[config.mk]
export PLATFORM = sky130hd
export DESIGN_NAME = ysyx_23060171_gpr_dump
export DESIGN_NICKNAME = d
export VERILOG_FILES = /design/src/rtl/ysyx_23060171_gpr_dump.sv
export SDC_FILE = /design/constraint.sdc
export NUM_CORES = 1
export LEC_CHECK = 0
export ABC_AREA = 1
export BUFFER_PORTS_ARGS = -buffer_cell sky130_fd_sc_hd__buf_4
export CAP_MARGIN = 20
export CORE_MARGIN = 4
export CORE_UTILIZATION = 50
export DETAILED_ROUTE_END_ITERATION = 6
export PLACE_DENSITY_LB_ADDON = 0.15
export RECOVER_POWER = 100
export SYNTH_ARGS = -nofsm -noshare
export SYNTH_HDL_FRONTEND = slang
export SYNTH_SLANG_ARGS = --single-unit
[constraint.sdc]
create_clock -name clk -period 2.9 [get_ports clk]
set_input_delay 0.29 -clock clk [delete_from_list [all_inputs] [get_ports clk]]
set_output_delay 0.29 -clock clk [all_outputs]
set_load 0.05 [all_outputs]
[src/rtl/ysyx_23060171_gpr_dump.sv]
// ---------------------------------------------------------------------------
// ysyx_23060171_gpr_dump
//
// Sequential GPR snapshot reader. A start pulse in IDLE walks the register
// file through one combinational read port, one register at a time. Each word
// goes out on a valid/ready stream, tagged with its index and a last flag.
// An XOR checksum of every transferred word is kept for the debug side.
//
// Ports:
//   clk        - system clock, all state on the rising edge
//   rst        - asynchronous active-high reset
//   start      - one-cycle dump request, only looked at in IDLE
//   abort      - cancel a dump in progress (no done pulse)
//   busy       - high whenever the engine is not IDLE
//   done       - one-cycle pulse after the final word transfers
//   gpr_raddr  - read address to the GPR read port (idx in FETCH, else 0)
//   gpr_rdata  - combinational read data from the GPR
//   out_valid  - stream word valid
//   out_ready  - stream consumer ready
//   out_data   - register value being presented
//   out_idx    - register index of out_data
//   out_last   - out_data belongs to the all-ones index
//   checksum   - XOR of all words transferred in the current/last dump
// ---------------------------------------------------------------------------
module ysyx_23060171_gpr_dump #(
  parameter int ADDR_WIDTH = 5,
  parameter int DATA_WIDTH = 32,
  parameter bit SKIP_ZERO  = 1'b1
) (
  input  logic                  clk,
  input  logic                  rst,
  input  logic                  start,
  input  logic                  abort,
  output logic                  busy,
  output logic                  done,
  output logic [ADDR_WIDTH-1:0] gpr_raddr,
  input  logic [DATA_WIDTH-1:0] gpr_rdata,
  output logic                  out_valid,
  input  logic                  out_ready,
  output logic [DATA_WIDTH-1:0] out_data,
  output logic [ADDR_WIDTH-1:0] out_idx,
  output logic                  out_last,
  output logic [DATA_WIDTH-1:0] checksum
);

  typedef enum logic [1:0] {
    S_IDLE,
    S_FETCH,
    S_SEND,
    S_DONE
  } state_t;

  localparam logic [ADDR_WIDTH-1:0] IDX_ONE   = {{(ADDR_WIDTH-1){1'b0}}, 1'b1};
  localparam logic [ADDR_WIDTH-1:0] IDX_LAST  = {ADDR_WIDTH{1'b1}};
  // x0 is hardwired zero in the GPR, so it is normally not worth streaming.
  localparam logic [ADDR_WIDTH-1:0] IDX_FIRST = SKIP_ZERO ? IDX_ONE : '0;

  state_t                state_q,    state_d;
  logic [ADDR_WIDTH-1:0] idx_q,      idx_d;
  logic [DATA_WIDTH-1:0] out_data_q, out_data_d;
  logic [ADDR_WIDTH-1:0] out_idx_q,  out_idx_d;
  logic                  out_last_q, out_last_d;
  logic [DATA_WIDTH-1:0] checksum_q, checksum_d;

  always_ff @(posedge clk or posedge rst) begin
    if (rst) begin
      state_q    <= S_IDLE;
      idx_q      <= '0;
      out_data_q <= '0;
      out_idx_q  <= '0;
      out_last_q <= 1'b0;
      checksum_q <= '0;
    end else begin
      state_q    <= state_d;
      idx_q      <= idx_d;
      out_data_q <= out_data_d;
      out_idx_q  <= out_idx_d;
      out_last_q <= out_last_d;
      checksum_q <= checksum_d;
    end
  end

  always_comb begin
    state_d    = state_q;
    idx_d      = idx_q;
    out_data_d = out_data_q;
    out_idx_d  = out_idx_q;
    out_last_d = out_last_q;
    checksum_d = checksum_q;
    done       = 1'b0;
    out_valid  = 1'b0;
    gpr_raddr  = '0;

    unique case (state_q)
      S_IDLE: begin
        if (start) begin
          idx_d      = IDX_FIRST;
          checksum_d = '0;
          state_d    = S_FETCH;
        end
      end

      S_FETCH: begin
        // The word is captured in its own FETCH cycle; a GPR write landing on
        // this same edge is therefore not seen.
        gpr_raddr  = idx_q;
        out_data_d = gpr_rdata;
        out_idx_d  = idx_q;
        out_last_d = (idx_q == IDX_LAST);
        state_d    = abort ? S_IDLE : S_SEND;
      end

      S_SEND: begin
        out_valid = 1'b1;
        // Abort wins over a same-cycle handshake: the word is dropped and the
        // checksum keeps its partial value.
        if (abort) begin
          state_d = S_IDLE;
        end else if (out_ready) begin
          checksum_d = checksum_q ^ out_data_q;
          if (out_last_q) begin
            state_d = S_DONE;
          end else begin
            idx_d   = idx_q + IDX_ONE;
            state_d = S_FETCH;
          end
        end
      end

      S_DONE: begin
        // An abort arriving in the completion cycle suppresses the pulse.
        done    = ~abort;
        state_d = S_IDLE;
      end

      default: begin
        state_d = S_IDLE;
      end
    endcase
  end

  assign busy     = (state_q != S_IDLE);
  assign out_data = out_data_q;
  assign out_idx  = out_idx_q;
  assign out_last = out_last_q;
  assign checksum = checksum_q;

endmodule

==> flow_metrics.py <==
metrics = {
    "logic_synthesis": {
        "synth.avg_cell_area_um2": 10.0,
        "yosysWarnings": 0,
        "synthDistinctLibCells": 23,
        "synth_cells": 362,
        "ys_seq_area_frac": 0.530,
        "synth_edf_count": 0,
        "syn_nets": 401,
        "ys_seq_elements": 77,
        "synthFlopType": "dfrtp_1",
        "async_flop_share": 1.00,
        "synth_area_mm2": 0.00363,
    },
    "timing": {
        "final-hold-violation-count": 0,
        "setup_ws_ns": 0.372,
        "finalSetupViolations": 0,
        "fin_skew_ns": 0.00562,
        "rsz0062_at_grt": "false",
        "fin_crit_ns": 2.53,
        "fmax_mhz": 396,
        "final.setup.tns_ns": 0,
        "slew_headroom": 0.172,
        "final_max_slew_viol_count": 0,
        "holdWs_ns": 0.175,
        "worst_slew_pin_slew_ns": 1.24,
        "fin_crit_sh": 0.872,
    },
    "job": {
        "cap_violations": 0,
    },
    "clocking": {
        "cts_made_buffers": 9,
        "cts_tree": "yes",
        "htreeDepth": 3,
        "cts.root.buffer_cell": "clkbuf_8",
        "cts_buffer_depth": 2,
        "cts.sinks": 77,
        "cts_setup_buffers": 0,
        "cts_hold_buf": 0,
        "clock_latency_ns": 0.34,
        "ctsResizeCount": 0,
        "clk_pin_slew_ns": 0.08,
    },
    "critical_path": {
        "reg2reg_depth": 4,
        "cp.depth": 4,
        "regToRegStartpoint": "state_q[1]$_DFFE_PP0P_",
        "crit_start": "state_q[1]$_DFFE_PP0P_",
        "cp_cell_sequence": "inv_1 > nand2_2 > nor2_1 > clkbuf_1",
        "crit_slowest_cell": "nand2_2",
        "endpoint": "gpr_raddr[1]",
        "crit_path_end_kind": "output port",
        "arrival_ns": 2.24,
        "path_class": "reg -> out",
        "r2r_end": "out_data[27]$_DFFE_PP0N_",
        "start_kind": "register",
        "cp.buffers_inverters": 2,
        "critPathMaxStageDelay_ns": 0.51,
        "critical_path_required_ns": 2.61,
        "crit_fanout": 40,
        "reg2reg_setup_slack_ns": 0.67,
        "crit_family": "simple AND/OR/NAND/NOR gates",
    },
    "power_and_ir_drop": {
        "p_sw_frac": 0.514,
        "total_leakage_power_uw": 0.00197,
        "powerDensity_mw_per_mm2": 1390,
        "p_clk_frac": 0.172,
        "peakVddDrop_uv": 707,
        "p_sw_uw": 3140,
        "p_int_uw": 2970,
        "p_comb_frac": 0.519,
        "p_seq_frac": 0.309,
    },
    "drt": {
        "drtIter0Drc": 91,
        "via_per_inst": 5.11,
        "post_drt_wl_per_cell_um": 14.6,
        "drc_errors": 0,
        "antenna_left": 0,
        "firstDrtPassIters": 4,
        "via_count": 2952,
        "drt-total-wl_um": 8410,
    },
    "floorplan": {
        "die_x_um": 93.3,
        "die_h_um": 93.3,
        "initial_core_util": 0.523,
        "dieArea_mm2": 0.00870,
        "pin_count": 115,
        "core_area_mm2": 0.00694,
        "rows": 30,
    },
    "cells_and_area": {
        "antennaDiodeCount": 0,
        "finalCoreUtilization": 0.634,
        "layout-drive-gt1-share": 0.274,
        "area_delta_synth_final_pct": 21.1,
        "fin_nets": 516,
    },
    "global_route": {
        "grt_max_degree": 46,
        "grt_usage": 0.198,
        "grt_pass1_wl_um": 13700,
        "grt_pass1_vias": 2892,
        "antenna_found_initial": 0,
        "grt_overflow_total": 0,
    },
    "placement": {
        "gp_congestion": 0.735,
        "dp_hpwl_um": 5880,
        "dp_slack_ns": 0.873,
        "port_buffers": 114,
    },
    "worst_hold_path": {
        "hp-start": "gpr_rdata[23]",
        "hold_class": "in -> reg",
    },
    "status": {
        "outcome": "finished, final reports clean",
    },
}
==> power groups by stage <==
stage | clock network [uW] | logic [uW] | registers, uW
after global placement | 0 | 3600 | 1890
after floorplan | 0 | 1460 | 3200
after CTS | 1070 | 3690 | 1900
after detailed placement | 0 | 3680 | 1920
after global routing | 1130 | 3380 | 1970
final | 1050 | 3170 | 1890
==> metal layers <==
| layer | global-route usage | share of wire |
|---|---|---|
| met1 | 0.242 | 0.42 |
| met2 | 0.322 | 0.49 |
| met3 | 0.0499 | 0.062 |
| met4 | 0.105 | 0.024 |
| met5 | 0 | 0 |
==> logic make-up (layout without fill, tap and decap cells) <==
family          Yosys count  after routing  share of synthesized area
simple gates            182            182                      0.233
fa+ha+maj                 2              2                    0.00688
flops                    77             77                      0.530
compound gates           40             40                     0.0788
buf+inv                  28            148                     0.0485
mux                      33             33                      0.102
==> registers in the layout, summed over array words and instances, names as in the netlist <==
| signal | flops |
|---|---|
| state_q | 2 |
| out_last | 1 |
| checksum | 32 |
| out_idx | 5 |
| out_data | 32 |
| idx_q | 5 |
==> cells in the final DEF (no fill, tap or decap), drive strengths merged <==
cell / netlist / layout
nand2: 96 / 96
clkbuf: 1 / 88
dfrtp: 77 / 77
buf: 14 / 40
o21ai: 38 / 38
nand3: 37 / 37
mux2: 33 / 33
or2: 32 / 32
inv: 13 / 13
nor2: 12 / 12
bufinv: 0 / 4
a21oi: 2 / 2
nand4: 2 / 2
ha: 2 / 2
clkinv: 0 / 2
nand3b: 1 / 1
nor3b: 1 / 1
nor3: 1 / 1
clkinvlp: 0 / 1
==> cells in the mapped netlist, types with 6 or more instances <==
| library cell | n | share of area |
|---|---|---|
| nand3_1 | 36 | 0.050 |
| nand2_1 | 96 | 0.099 |
| o21ai_2 | 23 | 0.055 |
| buf_4 | 6 | 0.012 |
| inv_1 | 11 | 0.011 |
| buf_6 | 6 | 0.019 |
| mux2_2 | 33 | 0.10 |
| dfrtp_1 | 77 | 0.53 |
| o21ai_0 | 6 | 0.0083 |
| o21ai_1 | 9 | 0.012 |
| or2_2 | 32 | 0.055 |
| nor2_1 | 11 | 0.011 |
==> metrics by stage <==
step | area [um^2] | total power [uW] | std cells
finish | 4400 | 6120 | 578
global placement | 4540 | 5490 | 562
detailed placement | 4540 | 5600 | 562
CTS | 4800 | 6660 | 578
global route | 4400 | 6480 | 578
floorplan | 3630 | 4660 | 362
==> area by class of cell <==
| cell class | instances | area, um^2 |
|---|---|---|
| Clock inverter | 7 | 138 |
| Multi-Input combinational cell | 257 | 1440 |
| Sequential cell | 77 | 1930 |
| Fill cell | 692 | 2540 |
| Tap cell | 96 | 120 |
| Inverter | 13 | 48.8 |
| Timing Repair Buffer | 119 | 604 |
| Clock buffer | 9 | 124 |
==> worst min path at each step <==
stage                               endpoint  cells after the start  slack (ns)
global route        out_data[12]$_DFFE_PP0N_                      2        0.16
finish              out_data[23]$_DFFE_PP0N_                      2        0.18
CTS                 out_data[12]$_DFFE_PP0N_                      2        0.09
detailed placement  out_data[18]$_DFFE_PP0N_                      2        0.47
floorplan           out_data[10]$_DFFE_PP0N_                      1        0.44
global placement    out_data[18]$_DFFE_PP0N_                      2        0.46
Note: power is estimated with default switching activity, not from simulation.
